==> src/rtl/spwm_gate_ctrl_pkg.sv <==
// ---------------------------------------------------------------------------
// spwm_gate_ctrl_pkg
//
// Shared definitions for the sinusoidal PWM gate controller:
//   - control FSM state enumeration
//   - LUT sample width and address widths
//   - default carrier / sine table sizes, prescale and dead-time values
//   - small helper to decode the "modulating" states
//
// Ports: none (package).
// ---------------------------------------------------------------------------
package spwm_gate_ctrl_pkg;

    // Width of every carrier and sine LUT sample.
    localparam int SAMPLE_W      = 12;

    // Address widths of the two external lookup tables.
    localparam int TCP_ADDR_W    = 9;
    localparam int SINE_ADDR_W   = 12;

    // Default table geometry and timing.
    localparam int DEF_TCP_SIZE  = 407;
    localparam int DEF_SINE_SIZE = 50;
    localparam int DEF_PRESCALE  = 1;
    localparam int DEF_DT_CYCLES = 8;

    // Control FSM states.
    typedef enum logic [1:0] {
        ST_IDLE  = 2'd0,
        ST_RUN   = 2'd1,
        ST_DRAIN = 2'd2,
        ST_FAULT = 2'd3
    } ctrl_state_e;

    // RUN and DRAIN are the states in which the carrier advances and the
    // gates are modulated.
    function automatic logic is_active(input ctrl_state_e s);
        return (s == ST_RUN) || (s == ST_DRAIN);
    endfunction

endpackage : spwm_gate_ctrl_pkg

==> src/rtl/spwm_deadtime.sv <==
// ---------------------------------------------------------------------------
// spwm_deadtime
//
// Converts a single demand bit into a complementary pair of gate drives with
// a guaranteed dead-time between them. Whenever the demand changes (or the
// first demand arrives after enable rises) both gates are forced low and held
// low for exactly DT_CYCLES cycles before the gate matching the latest demand
// is turned on. A further demand change during the dead-time restarts the
// count and retargets to the newest demand, so the abandoned side never
// glitches on.
//
// The demand input is sampled combinationally: the edge at which a change is
// first seen is the edge at which both gates drop. The registered copy of the
// demand ("target") is the side that will be driven once the dead-time ends.
//
// Ports:
//   clk_in   in   clock, rising edge
//   rst_n    in   asynchronous active-low reset
//   demand   in   1 = high side requested, 0 = low side requested
//   enable   in   0 forces both gates low and clears all internal state
//   gate_hi  out  registered high-side drive
//   gate_lo  out  registered low-side drive
// ---------------------------------------------------------------------------
module spwm_deadtime
    import spwm_gate_ctrl_pkg::*;
#(
    parameter int DT_CYCLES = DEF_DT_CYCLES
) (
    input  logic clk_in,
    input  logic rst_n,
    input  logic demand,
    input  logic enable,
    output logic gate_hi,
    output logic gate_lo
);

    // Loaded on a demand change; the gate turns on at the edge after the
    // counter has reached zero, giving exactly DT_CYCLES low cycles.
    localparam logic [7:0] DT_LOAD = 8'(DT_CYCLES - 1);

    logic       target;   // registered demand being worked towards
    logic       locked;   // a valid demand has been captured since enable
    logic       pending;  // dead-time in progress
    logic [7:0] dt_cnt;

    // NOTE: sequential state uses non-blocking assignments so that every
    // register samples the pre-edge values of its neighbours.
    always_ff @(posedge clk_in or negedge rst_n) begin
        if (!rst_n) begin
            target  <= 1'b0;
            locked  <= 1'b0;
            pending <= 1'b0;
            dt_cnt  <= 8'd0;
            gate_hi <= 1'b0;
            gate_lo <= 1'b0;
        end else if (!enable) begin
            target  <= 1'b0;
            locked  <= 1'b0;
            pending <= 1'b0;
            dt_cnt  <= 8'd0;
            gate_hi <= 1'b0;
            gate_lo <= 1'b0;
        end else if (!locked || (demand != target)) begin
            // New or changed demand: both gates off, (re)start dead-time.
            target  <= demand;
            locked  <= 1'b1;
            pending <= 1'b1;
            dt_cnt  <= DT_LOAD;
            gate_hi <= 1'b0;
            gate_lo <= 1'b0;
        end else if (pending) begin
            if (dt_cnt == 8'd0) begin
                pending <= 1'b0;
                gate_hi <= target;
                gate_lo <= ~target;
            end else begin
                dt_cnt  <= dt_cnt - 8'd1;
            end
        end
    end

endmodule : spwm_deadtime

==> src/rtl/spwm_gate_ctrl.sv <==
// ---------------------------------------------------------------------------
// spwm_gate_ctrl
//
// Sinusoidal PWM gate controller for one half-bridge. A triangular carrier
// and a sine reference are read from two external synchronous LUTs. Their
// comparison gives the switching demand, which is passed through a dead-time
// stage to produce the complementary high/low gate drives.
//
// Control FSM: IDLE -> RUN on start, RUN -> DRAIN on stop, DRAIN -> IDLE at
// the end of the current carrier period, any state -> FAULT while fault is
// high, FAULT -> IDLE on start once fault has cleared.
//
// Ports:
//   clk_in       in   clock, rising edge
//   rst_n        in   asynchronous active-low reset
//   start        in   pulse: begin modulation from IDLE / clear FAULT
//   stop         in   pulse: stop at the end of the carrier period
//   fault        in   level: immediate gate shutdown
//   tcp_addr     out  carrier LUT address, 0..TCP_SIZE-1
//   tcp_val      in   carrier LUT data, one cycle after tcp_addr
//   sine_addr    out  sine LUT address, 0..SINE_SIZE-1
//   sine_val     in   sine LUT data, one cycle after sine_addr
//   gate_hi      out  registered high-side drive
//   gate_lo      out  registered low-side drive
//   busy         out  high in RUN and DRAIN
//   period_done  out  one-cycle pulse when tcp_addr wraps to 0
// ---------------------------------------------------------------------------
module spwm_gate_ctrl
    import spwm_gate_ctrl_pkg::*;
#(
    parameter int TCP_SIZE  = DEF_TCP_SIZE,
    parameter int SINE_SIZE = DEF_SINE_SIZE,
    parameter int PRESCALE  = DEF_PRESCALE,
    parameter int DT_CYCLES = DEF_DT_CYCLES
) (
    input  logic                   clk_in,
    input  logic                   rst_n,
    input  logic                   start,
    input  logic                   stop,
    input  logic                   fault,
    output logic [TCP_ADDR_W-1:0]  tcp_addr,
    input  logic [SAMPLE_W-1:0]    tcp_val,
    output logic [SINE_ADDR_W-1:0] sine_addr,
    input  logic [SAMPLE_W-1:0]    sine_val,
    output logic                   gate_hi,
    output logic                   gate_lo,
    output logic                   busy,
    output logic                   period_done
);

    localparam logic [TCP_ADDR_W-1:0]  TCP_LAST   = TCP_ADDR_W'(TCP_SIZE - 1);
    localparam logic [SINE_ADDR_W-1:0] SINE_LAST  = SINE_ADDR_W'(SINE_SIZE - 1);
    localparam logic [7:0]             PRESC_LAST = 8'(PRESCALE - 1);

    ctrl_state_e state_q;
    ctrl_state_e state_d;

    logic [7:0] presc_q;
    logic       tick;
    logic       wrap;
    logic       enter_run;
    logic       data_valid_q;
    logic       dt_enable;
    logic       demand;

    // ---------------------------------------------------------------------
    // Step timing. The carrier only advances while modulating and never on
    // the edge where a fault is being taken, so the addresses freeze at the
    // value they held when the fault arrived.
    // ---------------------------------------------------------------------
    assign tick      = is_active(state_q) && !fault && (presc_q == PRESC_LAST);
    assign wrap      = tick && (tcp_addr == TCP_LAST);
    assign enter_run = (state_q != ST_RUN) && (state_d == ST_RUN);

    // ---------------------------------------------------------------------
    // Control FSM
    // ---------------------------------------------------------------------
    always_ff @(posedge clk_in or negedge rst_n) begin
        if (!rst_n) begin
            state_q <= ST_IDLE;
        end else begin
            state_q <= state_d;
        end
    end

    // NOTE: the default assignment at the top of this block keeps every
    // path assigning state_d, so no latch is inferred.
    always_comb begin
        state_d = state_q;
        if (fault) begin
            state_d = ST_FAULT;
        end else begin
            unique case (state_q)
                ST_IDLE:  if (start) state_d = ST_RUN;
                ST_RUN:   if (stop)  state_d = ST_DRAIN;
                ST_DRAIN: if (wrap)  state_d = ST_IDLE;
                ST_FAULT: if (start) state_d = ST_IDLE;
                default:             state_d = ST_IDLE;
            endcase
        end
    end

    assign busy = is_active(state_q);

    // ---------------------------------------------------------------------
    // Prescaler and LUT address generation
    // ---------------------------------------------------------------------
    always_ff @(posedge clk_in or negedge rst_n) begin
        if (!rst_n) begin
            presc_q     <= 8'd0;
            tcp_addr    <= '0;
            sine_addr   <= '0;
            period_done <= 1'b0;
        end else begin
            period_done <= 1'b0;
            if (enter_run) begin
                presc_q   <= 8'd0;
                tcp_addr  <= '0;
                sine_addr <= '0;
            end else if (is_active(state_q) && !fault) begin
                if (presc_q == PRESC_LAST) begin
                    presc_q <= 8'd0;
                end else begin
                    presc_q <= presc_q + 8'd1;
                end

                if (wrap) begin
                    tcp_addr    <= '0;
                    period_done <= 1'b1;
                    if (sine_addr == SINE_LAST) begin
                        sine_addr <= '0;
                    end else begin
                        sine_addr <= sine_addr + SINE_ADDR_W'(1);
                    end
                end else if (tick) begin
                    tcp_addr <= tcp_addr + TCP_ADDR_W'(1);
                end
            end
        end
    end

    // ---------------------------------------------------------------------
    // Demand qualification
    //
    // The LUTs return data one cycle after the address, so the first sample
    // that belongs to this run is on the bus one cycle after entering RUN.
    // data_valid_q marks that point. The dead-time stage is enabled only
    // while the FSM is modulating now and will still be modulating after the
    // edge, so leaving RUN/DRAIN (stop completion, fault) drops both gates on
    // that same edge, and stale data from a previous run is never used on
    // the entry edge.
    // ---------------------------------------------------------------------
    always_ff @(posedge clk_in or negedge rst_n) begin
        if (!rst_n) begin
            data_valid_q <= 1'b0;
        end else begin
            data_valid_q <= is_active(state_q);
        end
    end

    assign dt_enable = is_active(state_q) && is_active(state_d) && data_valid_q;

    // Equal samples give no high-side demand.
    assign demand = (sine_val > tcp_val);

    // ---------------------------------------------------------------------
    // Dead-time insertion. The stage registers the demand, so address to
    // gate-change latency is two cycles.
    // ---------------------------------------------------------------------
    spwm_deadtime #(
        .DT_CYCLES (DT_CYCLES)
    ) u_deadtime (
        .clk_in  (clk_in),
        .rst_n   (rst_n),
        .demand  (demand),
        .enable  (dt_enable),
        .gate_hi (gate_hi),
        .gate_lo (gate_lo)
    );

endmodule : spwm_gate_ctrl

==> config.mk <==
export PLATFORM = sky130hd
export DESIGN_NAME = spwm_gate_ctrl
export DESIGN_NICKNAME = d
export VERILOG_FILES = /design/src/rtl/spwm_gate_ctrl_pkg.sv /design/src/rtl/spwm_deadtime.sv /design/src/rtl/spwm_gate_ctrl.sv
export SDC_FILE = /design/constraint.sdc
export NUM_CORES = 1
export LEC_CHECK = 0
export CAP_MARGIN = 20
export CELL_PAD_IN_SITES_DETAIL_PLACEMENT = 0
export CELL_PAD_IN_SITES_GLOBAL_PLACEMENT = 1
export CORE_MARGIN = 2
export CORE_UTILIZATION = 41
export DETAILED_ROUTE_END_ITERATION = 8
export PLACE_DENSITY = 0.86
export SYNTH_ARGS = -nofsm -noshare
export SYNTH_HDL_FRONTEND = slang
export SYNTH_SLANG_ARGS = --single-unit
==> constraint.sdc <==
create_clock -name clk_in -period 8.7 [get_ports clk_in]
set_input_delay 1.74 -clock clk_in [delete_from_list [all_inputs] [get_ports clk_in]]
set_output_delay 1.74 -clock clk_in [all_outputs]
set_load 0.01 [all_outputs]
## Yosys cells after proc, flatten, opt, wreduce, memory -nomap -nowiden

Index checks and enable logic that the tools add are counted.

- Register bits: 46
- Latch bits: 0
- Bits in writable memories: 0
- Memory bits (read-only): 0
- Input bits: 29
- Output and inout bits: 25
- Logic and storage cells: 92
- Memories kept: 0

- Add/subtract/negate cells: 4
- Multiply operators: 0
- Divide/modulo/power cells: 0
- $lt $le $gt $ge: 1
- Eq/ne operators: 13
- Shift-type cells: 0
- Mux-type cells: 40
- Bitwise operators: 1
- Reductions and logical operators: 21

Operator list:

| cell | number |
|---|---|
| $mux W8 | 7 |
| $mux W12 | 4 |
| $mux W9 | 4 |
| $mux W1 | 19 |
| $logic_not A8 Y1 | 2 |
| $add A12 B1 Y12 const B | 1 |
| $eq A12 B6 Y1 const B | 1 |
| $gt A12 B12 Y1 | 1 |
| $mux W2 | 5 |
| $add A9 B1 Y9 const B | 1 |
| $eq A9 B9 Y1 const B | 1 |
| $ne A3 B3 Y1 const B | 3 |
| $add A8 B1 Y8 const B | 1 |
| $pmux W2 S4 | 1 |
| $reduce_and A2 Y1 | 4 |
| $sub A8 B1 Y8 const B | 1 |
| $eq A2 B2 Y1 const B | 3 |
| $logic_and A1 B1 Y1 | 6 |
| $eq A2 B1 Y1 const B | 2 |
| $reduce_bool A2 Y1 | 2 |
| $logic_or A1 B1 Y1 | 3 |
| $reduce_bool A3 Y1 | 1 |
| $logic_not A1 Y1 | 2 |
| $logic_not A2 Y1 | 1 |
| 4 further kinds | 4 |

## Logic depth before layout (Yosys ltp)

Gate-level depths: netlist (run 1).

- Depth in word-level cells: 14
- Mapped depth: 16

## Cells and area by module

A second synthesis (run 1) with hierarchy kept.

- Cell total of the unflattened synthesis: 308
- Area total of the unflattened synthesis: 2900.3 um^2

Modules (own cells, without submodules):

| module | instances | cells an instance | area an instance (um^2) | seq. area each (um^2) |
|---|---|---|---|---|
| spwm_gate_ctrl | 1 | 245 | 2215.9 | 825.8 |
| spwm_deadtime | 1 | 63 | 684.4 | 325.3 |

## Worst setup path after synthesis (run 1)

Ideal clock, no wire load.

- Kind: input -> register
- From: input fault
- To: register tcp_addr[7]
- Setup time: 0.121 ns
- Data arrival time: 4.205 ns
- Path slack: 4.374 ns
- Stages: 14
- Buffers on the path: 1
- Cells stage by stage: nand2b_1 or3_1 or3_4 nand3_1 a21oi_1 nor3_1 ha_1 nand2b_1 buf_2 o31a_1 nor4bb_1 nand4_1 xor2_1 nor2_1

- Cells in the longest elaborated chain, start to end: 11
- Elaborated cells on any way between the ends: 15
- Those cells by class: eq/ne: 1; mux: 6; reduce/logical: 8

Ends and longest elaborated chain:

| item | RTL line | source |
|---|---|---|
| from (decl) | spwm_gate_ctrl.sv:40 | `input logic fault,` |
| $logic_not A1 Y1 | spwm_gate_ctrl.sv:71, spwm_gate_ctrl.sv:120 |  |
| $logic_and A1 B1 Y1 | spwm_gate_ctrl.sv:71, spwm_gate_ctrl.sv:120 |  |
| $logic_and A1 B1 Y1 | spwm_gate_ctrl.sv:71 | `assign tick = is_active(state_q) && !fault && (presc_q == PRESC_LAST);` |
| $logic_and A1 B1 Y1 | spwm_gate_ctrl.sv:72 | `assign wrap = tick && (tcp_addr == TCP_LAST);` |
| $mux W2 | spwm_gate_ctrl.sv:96 | `ST_DRAIN: if (wrap) state_d = ST_IDLE;` |
| $pmux W2 S4 | spwm_gate_ctrl.sv:93 | `unique case (state_q)` |
| $mux W2 | spwm_gate_ctrl.sv:90 | `if (fault) begin` |
| $eq A2 B1 Y1 | spwm_gate_ctrl.sv:73 | `assign enter_run = (state_q != ST_RUN) && (state_d == ST_RUN);` |
| $logic_and A1 B1 Y1 | spwm_gate_ctrl.sv:73 |  |
| $reduce_bool A3 Y1 (no line) or $reduce_bool A2 Y1 (tied branches) | -- |  |
| $reduce_and A2 Y1 (no line) | -- |  |
| to (signal assigned) | spwm_gate_ctrl.sv:136 | `tcp_addr <= tcp_addr + TCP_ADDR_W'(1);` |
| to (decl) | spwm_gate_ctrl.sv:41 | `output logic [TCP_ADDR_W-1:0] tcp_addr,` |

Several ways; a longest one is shown, not always the timed one. The select of a mux whose other input is x is not followed.
A chain may end at the register's enable or synchronous reset.

## Worst setup path after layout (run 1)

Same ends and word-level chain as after synthesis.

==> metrics.txt, run 1 <==
outcome finished, final reports clean; Die W 85.9 um; Final Total Pwr 0.626 mW; routed wl met3 260 um; Core Rows 29; fillcell total 602; Tmin final 4.81 ns; met2 WL 2.47 mm; maximum clock path buffer count 2; RSZ-0062 raised after global routing false; Synth Flop Type dfrtp_1; final WL 5.44 mm; crit path DAT 4.99 ns; post-synth net total 346; die area 0.00738 mm2; Root Buffer clkbuf_8; VDD IR max 0.0777 mV; Worst setup EP type flop; first-iteration detailed-routing DRC count 103; clock sink total 46; Area Growth Syn to Fin 26.4%; Post-Layout Cell Count 427; dominant cell type by area after synthesis dfrtp_1; top cell type's share of synthesized area 41.8%; setup TNS 0 ns; static leakage 1.64 nW; Via Count 2238; total global routing overflow 0; highest metal used met4; Slowest Stage Delay on Critical Path 0.47 ns; Clock Skew 0.00821 ns; FF/Latch Area 0.00115 mm2; # diodes 0; CP max FO 8; Cells after Synth 292; dpl hpwl 4.05 mm; first-pass GRT wire length 9.37 mm; asr flop ratio synth 100%; H-tree Lvls 2; synth warn 0; starting density of the core 42.9%; CTS buffer count 5; antenna viol nets, final 0; Clock Latency Late Sink 0.30 ns; global placement routability congestion 0.814; # resized after CTS 0; most frequent cell after synthesis dfrtp_1; I/O pins 54; Final period util 55.3%; WP buf/inv 1; Mapped Area 0.00275 mm2; layout cell share with drive strength beyond 1 4.29%; Setup Buffers After CTS 0; vias in the first global route 2154; met1 WL 2.65 mm; Tot GR Track Use 15.6%; fmax 208 MHz; final hold violation count 0; Core ar. 0.00642 mm2; Final nets 403; # setup viols final 0; initial antenna violation count 0; worst rel slew slack 58.4%; # Max-Cap Violations 0; clk slew on worst S/H paths 0.09 ns; crit path kind in2reg; min-delay worst type reg2reg; crit path cell chain clkdlybuf4s50_1 -> nand2b_1 -> or3_1 -> or3_4 -> nand3_1 -> a21oi_1 -> nor3_1 -> ha_1 -> nand2b_1 -> o31a_1 -> nor4bb_1 -> nand4_1 -> xor2_1 -> nor2_1; hold_buf cts 0; dpl cell area 0.00335 mm2; Top Family by Delay on Critical Path simple AND/OR/NAND/NOR gates; top cells by count, synth dfrtp_1, nand2_1, ha_1, inv_1, nor2_1; CP most frequent cell nand2b_1; maximum number of pins on one net before global-route repair 47; critical path's slowest cell clkdlybuf4s50_1; dpl cells 418; number of synthesized flops with an enable pin 0; area of the multi-input gates 0.00148 mm2; average size of a mapped cell 9.43 um2; Pwr per Cell Area 180 mW/mm2; ranking of synthesized cells by area dfrtp_1, ha_1, xor2_1, nand2_1, inv_1; drt first pass iters 4; TritonCTS clock tree built; synth unique cells 44; Seq/Total Area, Yosys 41.8%; Wirelength per Cell 12.7 um; fin area 0.00348 mm2; post-DR vias/cell 5.24; Max Slew Vio Count 0; Critical Path RT 8.88 ns; DIE HEIGHT 85.9 um; DR DRC count 0; post-synthesis register bit count 46; crit start category primary input; port bufs 53; Worst-Margin Slew 0.619 ns
[kinds of logic (layout without fill, tap and decap cells)]
kind of cell	Yosys count	count (layout)	synth area share (%)
simple gates	118	118	23.3
compound gates	50	50	11.5
flops	46	46	41.8
buf+inv	29	87	4.36
fa+ha+maj	25	25	11.4
xor+xnor	23	23	7.32
mux	1	1	0.409
[where the power goes]
group          total, mW  switching [mW]  internal (mW)  leakage, nW
Combinational      0.208           0.118         0.0899        0.961
Clock              0.160          0.0745         0.0858       0.0514
Sequential         0.258          0.0228          0.235        0.629
Total              0.626           0.215          0.411         1.64
[routing by layer]
metal,global-route usage (%),vias up
met3,3.56,4
met1,20.3,1049
met2,25.7,50
li1,-,1135
met4,5.19,0
met5,0,-
[flip-flops by register name (all words and copies together) (netlist names)]
| register | flops |
|---|---|
| sine_addr | 12 |
| tcp_addr | 9 |
| presc_q | 8 |
| u_deadtime.dt_cnt | 8 |
| state_q | 2 |
| data_valid_q | 1 |
| period_done | 1 |
| u_deadtime.gate_hi | 1 |
| u_deadtime.gate_lo | 1 |
| u_deadtime.locked | 1 |
| u_deadtime.pending | 1 |
| u_deadtime.target | 1 |
[layout by cell type (no fill, tap or decap), types with 3 or more instances in the layout]
cell              n
nor2_1           22
o21ai_0          13
a21oi_1           9
ha_1             25
nand3_1          10
xor2_1           17
inv_1            25
nand4_1           8
o22ai_1           4
nor4_1            3
nand2_1          27
and3_1            8
nor3_1           13
a21o_1            9
a31oi_1           6
clkbuf_8          5
or3_1             4
dfrtp_1          46
nor3b_1           4
xnor2_1           6
nor2b_1           3
clkdlybuf4s50_1  52
[worst reg2reg max path, stage by stage (launching register included)]
cell and delay [ns]:
dfrtp_1 0.41, inv_1 0.08, ha_1 0.14, or3b_2 0.46, or3_1 0.34, or3_4 0.43
nand3_1 0.09, a21oi_1 0.08, nor3_1 0.15, ha_1 0.17, nand2b_1 0.18, o31a_1 0.22
nor4bb_1 0.47, nand4_1 0.18, xor2_1 0.16, nor2_1 0.05
[stage by stage]
step | worst slack, ns | utilization (%) | hold slack (ns)
after global routing | 3.50 | 54.2 | 0.581
after detailed placement | 3.56 | 52.1 | 0.520
after CTS | 3.89 | 53.8 | 0.533
after global placement | 3.65 | 52.1 | 0.516
after floorplan | 4.37 | - | 0.490
final | 3.89 | 54.2 | 0.531
[worst paths after layout]
check | from | end | slack (ns) | cells after the start
min in group asynchronous | rst_n | sine_addr[3] | 1.35 | 1
min | u_deadtime.locked | u_deadtime.dt_cnt[1] | 0.53 | 1
max | fault | tcp_addr[7] | 3.89 | 14
min reg2reg | u_deadtime.locked | u_deadtime.dt_cnt[1] | 0.53 | 1
max in group asynchronous | rst_n | data_valid_q | 6.87 | 2
max reg2reg | presc_q[0] | tcp_addr[7] | 4.98 | 15
[final cells by class]
type | count | share of cell area (%)
Clock buffer | 6 | 2.09
Clock inverter | 2 | 1.08
Inverter | 25 | 2.70
Multi-Input combinational cell | 217 | 42.6
Sequential cell | 46 | 33.1
Tap cell | 77 | 2.77
Timing Repair Buffer | 54 | 15.7
Note: power is estimated with default switching activity, not from simulation.
==> run 2: changes to the inputs <==
Settings changed: CORE_UTILIZATION 41 to 39, PLACE_DENSITY 0.86 to 0.82.
Clock period 8.7 ns to 4.6 ns, I/O delays scaled along.
==> run 2 against run 1 <==
  * Flip-flop and latch count did not move
  * Via count rose by 2.1%
  * Power rose by 84%
  * First-iteration DRC count fell by 12%
  * Largest power group unchanged
  * Sequential power rose by 90%
  * Core utilization fell by 2.8 points
  * Die area rose by 4.9%
  * Final cell count rose by 4.7%
  * Critical path depth did not move
  * Clock skew barely moved
  * Hold slack improved by 0.0021 ns
  * Combinational power rose by 95%
==> metrics.txt, run 2 (same netlist as run 1, synthesis figures left out) <==
final WL 5.52 mm; most frequent cells in the layout clkdlybuf4s50_1, dfrtp_1, nand2_1; Tot GR Track Use 15.0%; vias in the first global route 2092; # setup viols final 0; Comb power frac 35.3%; Max Slew Vio Count 0; Worst-Margin Slew 0.622 ns; TritonCTS clock tree built; final setup margin 0.755 ns; fillcell total 639; Final period util 83.6%; initial antenna violation count 0; # resized after CTS 0; Tmin final 3.84 ns; # Max-Cap Violations 0; NetSw 0.408 mW; port bufs 53; Clock Skew 0.00848 ns; global placement routability congestion 0.791; hold_buf cts 0; Core ar. 0.00679 mm2; outcome finished, final reports clean; CP max FO 6; antenna viol nets, final 0; drt first pass iters 4; post-DR vias/cell 5.11; Die W 88.0 um; Area Growth Syn to Fin 26.8%; final hold slack 0.533 ns; worst rel slew slack 58.2%; P_int 0.741 mW; first-iteration detailed-routing DRC count 91; I/O pins 54; Sequential Power Share 42.5%; Critical Path RT 4.77 ns; clock sink total 46; maximum clock path buffer count 2; number of flip-flops in the largest register 12; DP Worst Slack 0.455 ns; Worst setup EP type flop; crit start category primary input; layout cell share with drive strength beyond 1 4.56%; maximum number of pins on one net before global-route repair 47; CP most frequent cell nand2b_1; fmax 260 MHz; Clock Latency Late Sink 0.30 ns; first-pass GRT wire length 9.34 mm; min-delay worst type in2async; crit path DAT 4.01 ns; Setup Buffers After CTS 0; clk slew on worst S/H paths 0.09 ns; setup TNS 0 ns; WP buf/inv 1; CTS buffer count 5; Via Count 2286; RSZ-0062 raised after global routing false; dpl hpwl 4.13 mm; Final nets 404; critical path's slowest cell clkdlybuf4s50_1; Root Buffer clkbuf_8; switching share of total power 35.5%; Slowest Stage Delay on Critical Path 0.48 ns; clock network power share 22.2%; biggest registers after layout sine_addr (12), tcp_addr (9); final hold violation count 0; FF/Latch Area 0.00115 mm2; total global routing overflow 0; starting density of the core 40.5%; Core Rows 30; VDD IR max 0.139 mV; die area 0.00775 mm2; Top Family by Delay on Critical Path simple AND/OR/NAND/NOR gates; commonest non-fill, non-tap cell in the layout clkdlybuf4s50_1; Biggest register sine_addr; # diodes 0; static leakage 1.64 nW; crit path cell chain clkdlybuf4s50_1 -> nand2b_1 -> or3_1 -> or3_4 -> nand3_1 -> a21oi_1 -> nor3_1 -> ha_1 -> nand2b_1 -> o31a_1 -> nor4bb_1 -> nand4_1 -> xor2_1 -> nor2_1; DR DRC count 0; Pwr per Cell Area 329 mW/mm2; Wirelength per Cell 12.4 um; H-tree Lvls 2; DIE HEIGHT 88.0 um; crit path kind in2reg; area of the multi-input gates 0.00148 mm2; Final Total Pwr 1.15 mW
## run 2: path summary, 6_finish.rpt
path                       depth (start not counted)  slack (ns)                 end              start
max in group asynchronous                          2        3.57        sine_addr[5]              rst_n
setup / recovery                                  14        0.76         tcp_addr[7]              fault
setup reg to reg                                  15        1.06         tcp_addr[7]         presc_q[0]
min in group clk_in                                1        0.55  u_deadtime.pending  u_deadtime.locked
hold / removal                                     1        0.53       sine_addr[10]              rst_n
hold reg to reg                                    1        0.55  u_deadtime.pending  u_deadtime.locked
## run 2: metal layers
layer	track usage (%)	up-vias	wire length (um)
li1	-	1144	-
met1	20.0	1059	2590
met2	24.5	78	2550
met3	3.86	5	327
met4	4.13	0	46
met5	0	-	0
## run 2: stage by stage
| step | utilization, % | instances | area [um2] |
|---|---|---|---|
| floorplan | - | 292 | 2750 |
| global placement | 49.7 | 438 | 3380 |
| detailed placement | 49.7 | 438 | 3380 |
| CTS | 51.1 | 446 | 3470 |
| global route | 51.4 | 447 | 3490 |
| finish | 51.4 | 447 | 3490 |
## run 2: layout make-up
class	instances	share of cell area, %
clock buffer	7	2.47
clock inverter	1	0.143
inverter	25	2.69
multi-input combinational	217	42.4
sequential	46	33.0
tap	96	3.44
timing repair buffer	55	15.8
## run 2: power groups by stage
stage / clock, mW / combinational (mW) / sequential, mW
finish: 0.255 / 0.406 / 0.489
global route: 0.287 / 0.464 / 0.498
CTS: 0.265 / 0.408 / 0.488
detailed placement: 0 / 0.405 / 0.496
global placement: 0 / 0.397 / 0.495
floorplan: 0 / 0.264 / 0.492
## run 2: worst register-to-register path: stages, from the launching register on
cell and delay (ns):
dfrtp_1 0.41, inv_1 0.08, ha_1 0.14, or3b_2 0.46, or3_1 0.35, or3_4 0.43, nand3_1 0.10, a21oi_1 0.08
nor3_1 0.15, ha_1 0.17, nand2b_1 0.07, o31a_1 0.16, nor4bb_1 0.46, nand4_1 0.17, xor2_1 0.15, nor2_1 0.05
==> run 3: changes to the inputs <==
Settings changed: CORE_UTILIZATION 39 to 36, PLACE_DENSITY 0.82 to 0.8.
Clock period 4.6 ns to 3.48 ns, I/O delays scaled along.
==> run 3 against run 2 <==
  * Hold slack got worse by 0.19 ns
  * Combinational power is 61% higher
  * Critical endpoint is now tcp_addr[8]
  * Sequential power grew 32%
  * Largest cell class unchanged
  * Routed wire length increased by 3.2%
  * Design area rose by 7.0%
  * Final cell count rose by 4.9%
  * Register-to-register slack lost 0.87 ns
  * Count of clock-buffer cells in the layout is 1 lower
==> metrics.txt, run 3 (same netlist as run 1, synthesis figures left out) <==
worst reg2reg setup slack 0.19 ns; hold_buf cts 0; min-delay worst type in2async; DR DRC count 0; Tmin final 3.29 ns; DIE HEIGHT 91.4 um; Critical Path RT 3.68 ns; Die W 91.4 um; static leakage 1.77 nW; Worst-Margin Slew 0.627 ns; DP Worst Slack -0.202 ns; Max Slew Vio Count 0; antenna viol nets, final 0; dpl hpwl 4.30 mm; setup TNS 0 ns; Clock Skew 0.00941 ns; Clock Latency Late Sink 0.30 ns; final WL 5.70 mm; post-DR vias/cell 4.95; final core utilization 51.0%; VDD IR max 0.247 mV; Core ar. 0.00733 mm2; H-tree Lvls 2; Core Rows 31; die area 0.00836 mm2; first-pass GRT wire length 9.76 mm; Tot GR Track Use 14.0%; # setup viols final 0; vias in the first global route 2147; maximum clock path buffer count 2; Via Count 2320; clock sink total 46; total global routing overflow 0; Final nets 423; Post-Layout Cell Count 469; Pwr per Cell Area 480 mW/mm2; Wirelength per Cell 12.1 um; port bufs 53; global placement routability congestion 0.771; Worst setup EP type flop; CTS buffer count 5; outcome finished, final reports clean; crit path DAT 3.49 ns; most frequent cells in the layout clkdlybuf4s50_1, dfrtp_1, nand2_1; dpl cells 456; commonest non-fill, non-tap cell in the layout clkdlybuf4s50_1; final hold slack 0.340 ns; Final period util 94.6%; maximum number of pins on one net before global-route repair 47; Area Growth Syn to Fin 35.7%; clk slew on worst S/H paths 0.09 ns; CP max FO 3; initial antenna violation count 0; number of flip-flops in the largest register 12; crit start category flop; RSZ-0062 raised after global routing false; TritonCTS clock tree built; first-iteration detailed-routing DRC count 95; drt first pass iters 4; final hold violation count 0; worst rel slew slack 57.8%; final setup margin 0.187 ns; I/O pins 54; fmax 304 MHz; crit path kind reg2reg; # Max-Cap Violations 0; biggest registers after layout sine_addr (12), tcp_addr (9); Root Buffer clkbuf_8; starting density of the core 37.5%; Biggest register sine_addr; layout cell share with drive strength beyond 1 12.4%; # diodes 0
## run 3: cell types whose count changed in the layout (fill, tap and decap cells not counted), sizes merged
cell | previous run | this run
dlymetal6s2s | 0 | 1
clkdlybuf4s50 | 52 | 51
clkbuf | 7 | 6
clkinv | 1 | 0
buf | 3 | 22
bufinv | 0 | 2
## run 3: worst max-delay path, stage by stage (launching register included)
cell and delay [ns]:
dfrtp_1 0.42, or4_4 0.56, or3_4 0.38, or3_4 0.35, nand3_2 0.09, a21oi_2 0.06
nor3_2 0.18, ha_2 0.18, nand2b_1 0.07, o31a_1 0.15, nor4bb_1 0.27, buf_4 0.16
nand4_1 0.10, xor2_1 0.17, nor2_1 0.05
## run 3: path summary, 6_finish.rpt
path                                    from            endpoint  cells past startpoint
min in group clk_in        u_deadtime.locked  u_deadtime.pending                      1
hold reg to reg            u_deadtime.locked  u_deadtime.pending                      1
setup reg to reg                  presc_q[4]         tcp_addr[8]                     14
max in group asynchronous              rst_n          state_q[1]                      2
hold / removal                         rst_n       sine_addr[11]                      1
setup / recovery                  presc_q[4]         tcp_addr[8]                     14
## run 3: repair_timing
item / in CTS / in global routing
buffers inserted: 0 / 4
endpoints found under the setup margin: 0 / 30
resized for setup: 0 / 12
## run 3: area by class of cell
cell class / instances / area (um2)
multi-input cells: 217 / 1530
clock inverters: 2 / 60.1
flip-flops and latches: 46 / 1150
clock buffers: 6 / 82.6
well taps: 99 / 124
repair buffers: 74 / 698
fillers: 673 / 3590
inverters: 25 / 93.8
## run 3: layer usage
layer	up-vias	global-route usage (%)	routed length [um]
met4	0	4.17	65
met2	55	22.1	2620
met5	-	0	0
li1	1181	-	-
met1	1080	19.2	2750
met3	4	2.99	256
## run 3: metrics by stage
step / area [um2] / total power, mW
after detailed placement: 3500 / 1.26
after global placement: 3500 / 1.25
after floorplan: 2750 / 0.999
after CTS: 3640 / 1.75
final: 3740 / 1.79
after global routing: 3740 / 1.92
## run 3: report_power, final
part | switching, mW | internal [mW] | total, mW
Clock | 0.188 | 0.306 | 0.494
Combinational | 0.330 | 0.325 | 0.655
Sequential | 0.0565 | 0.588 | 0.645
Total | 0.574 | 1.22 | 1.79
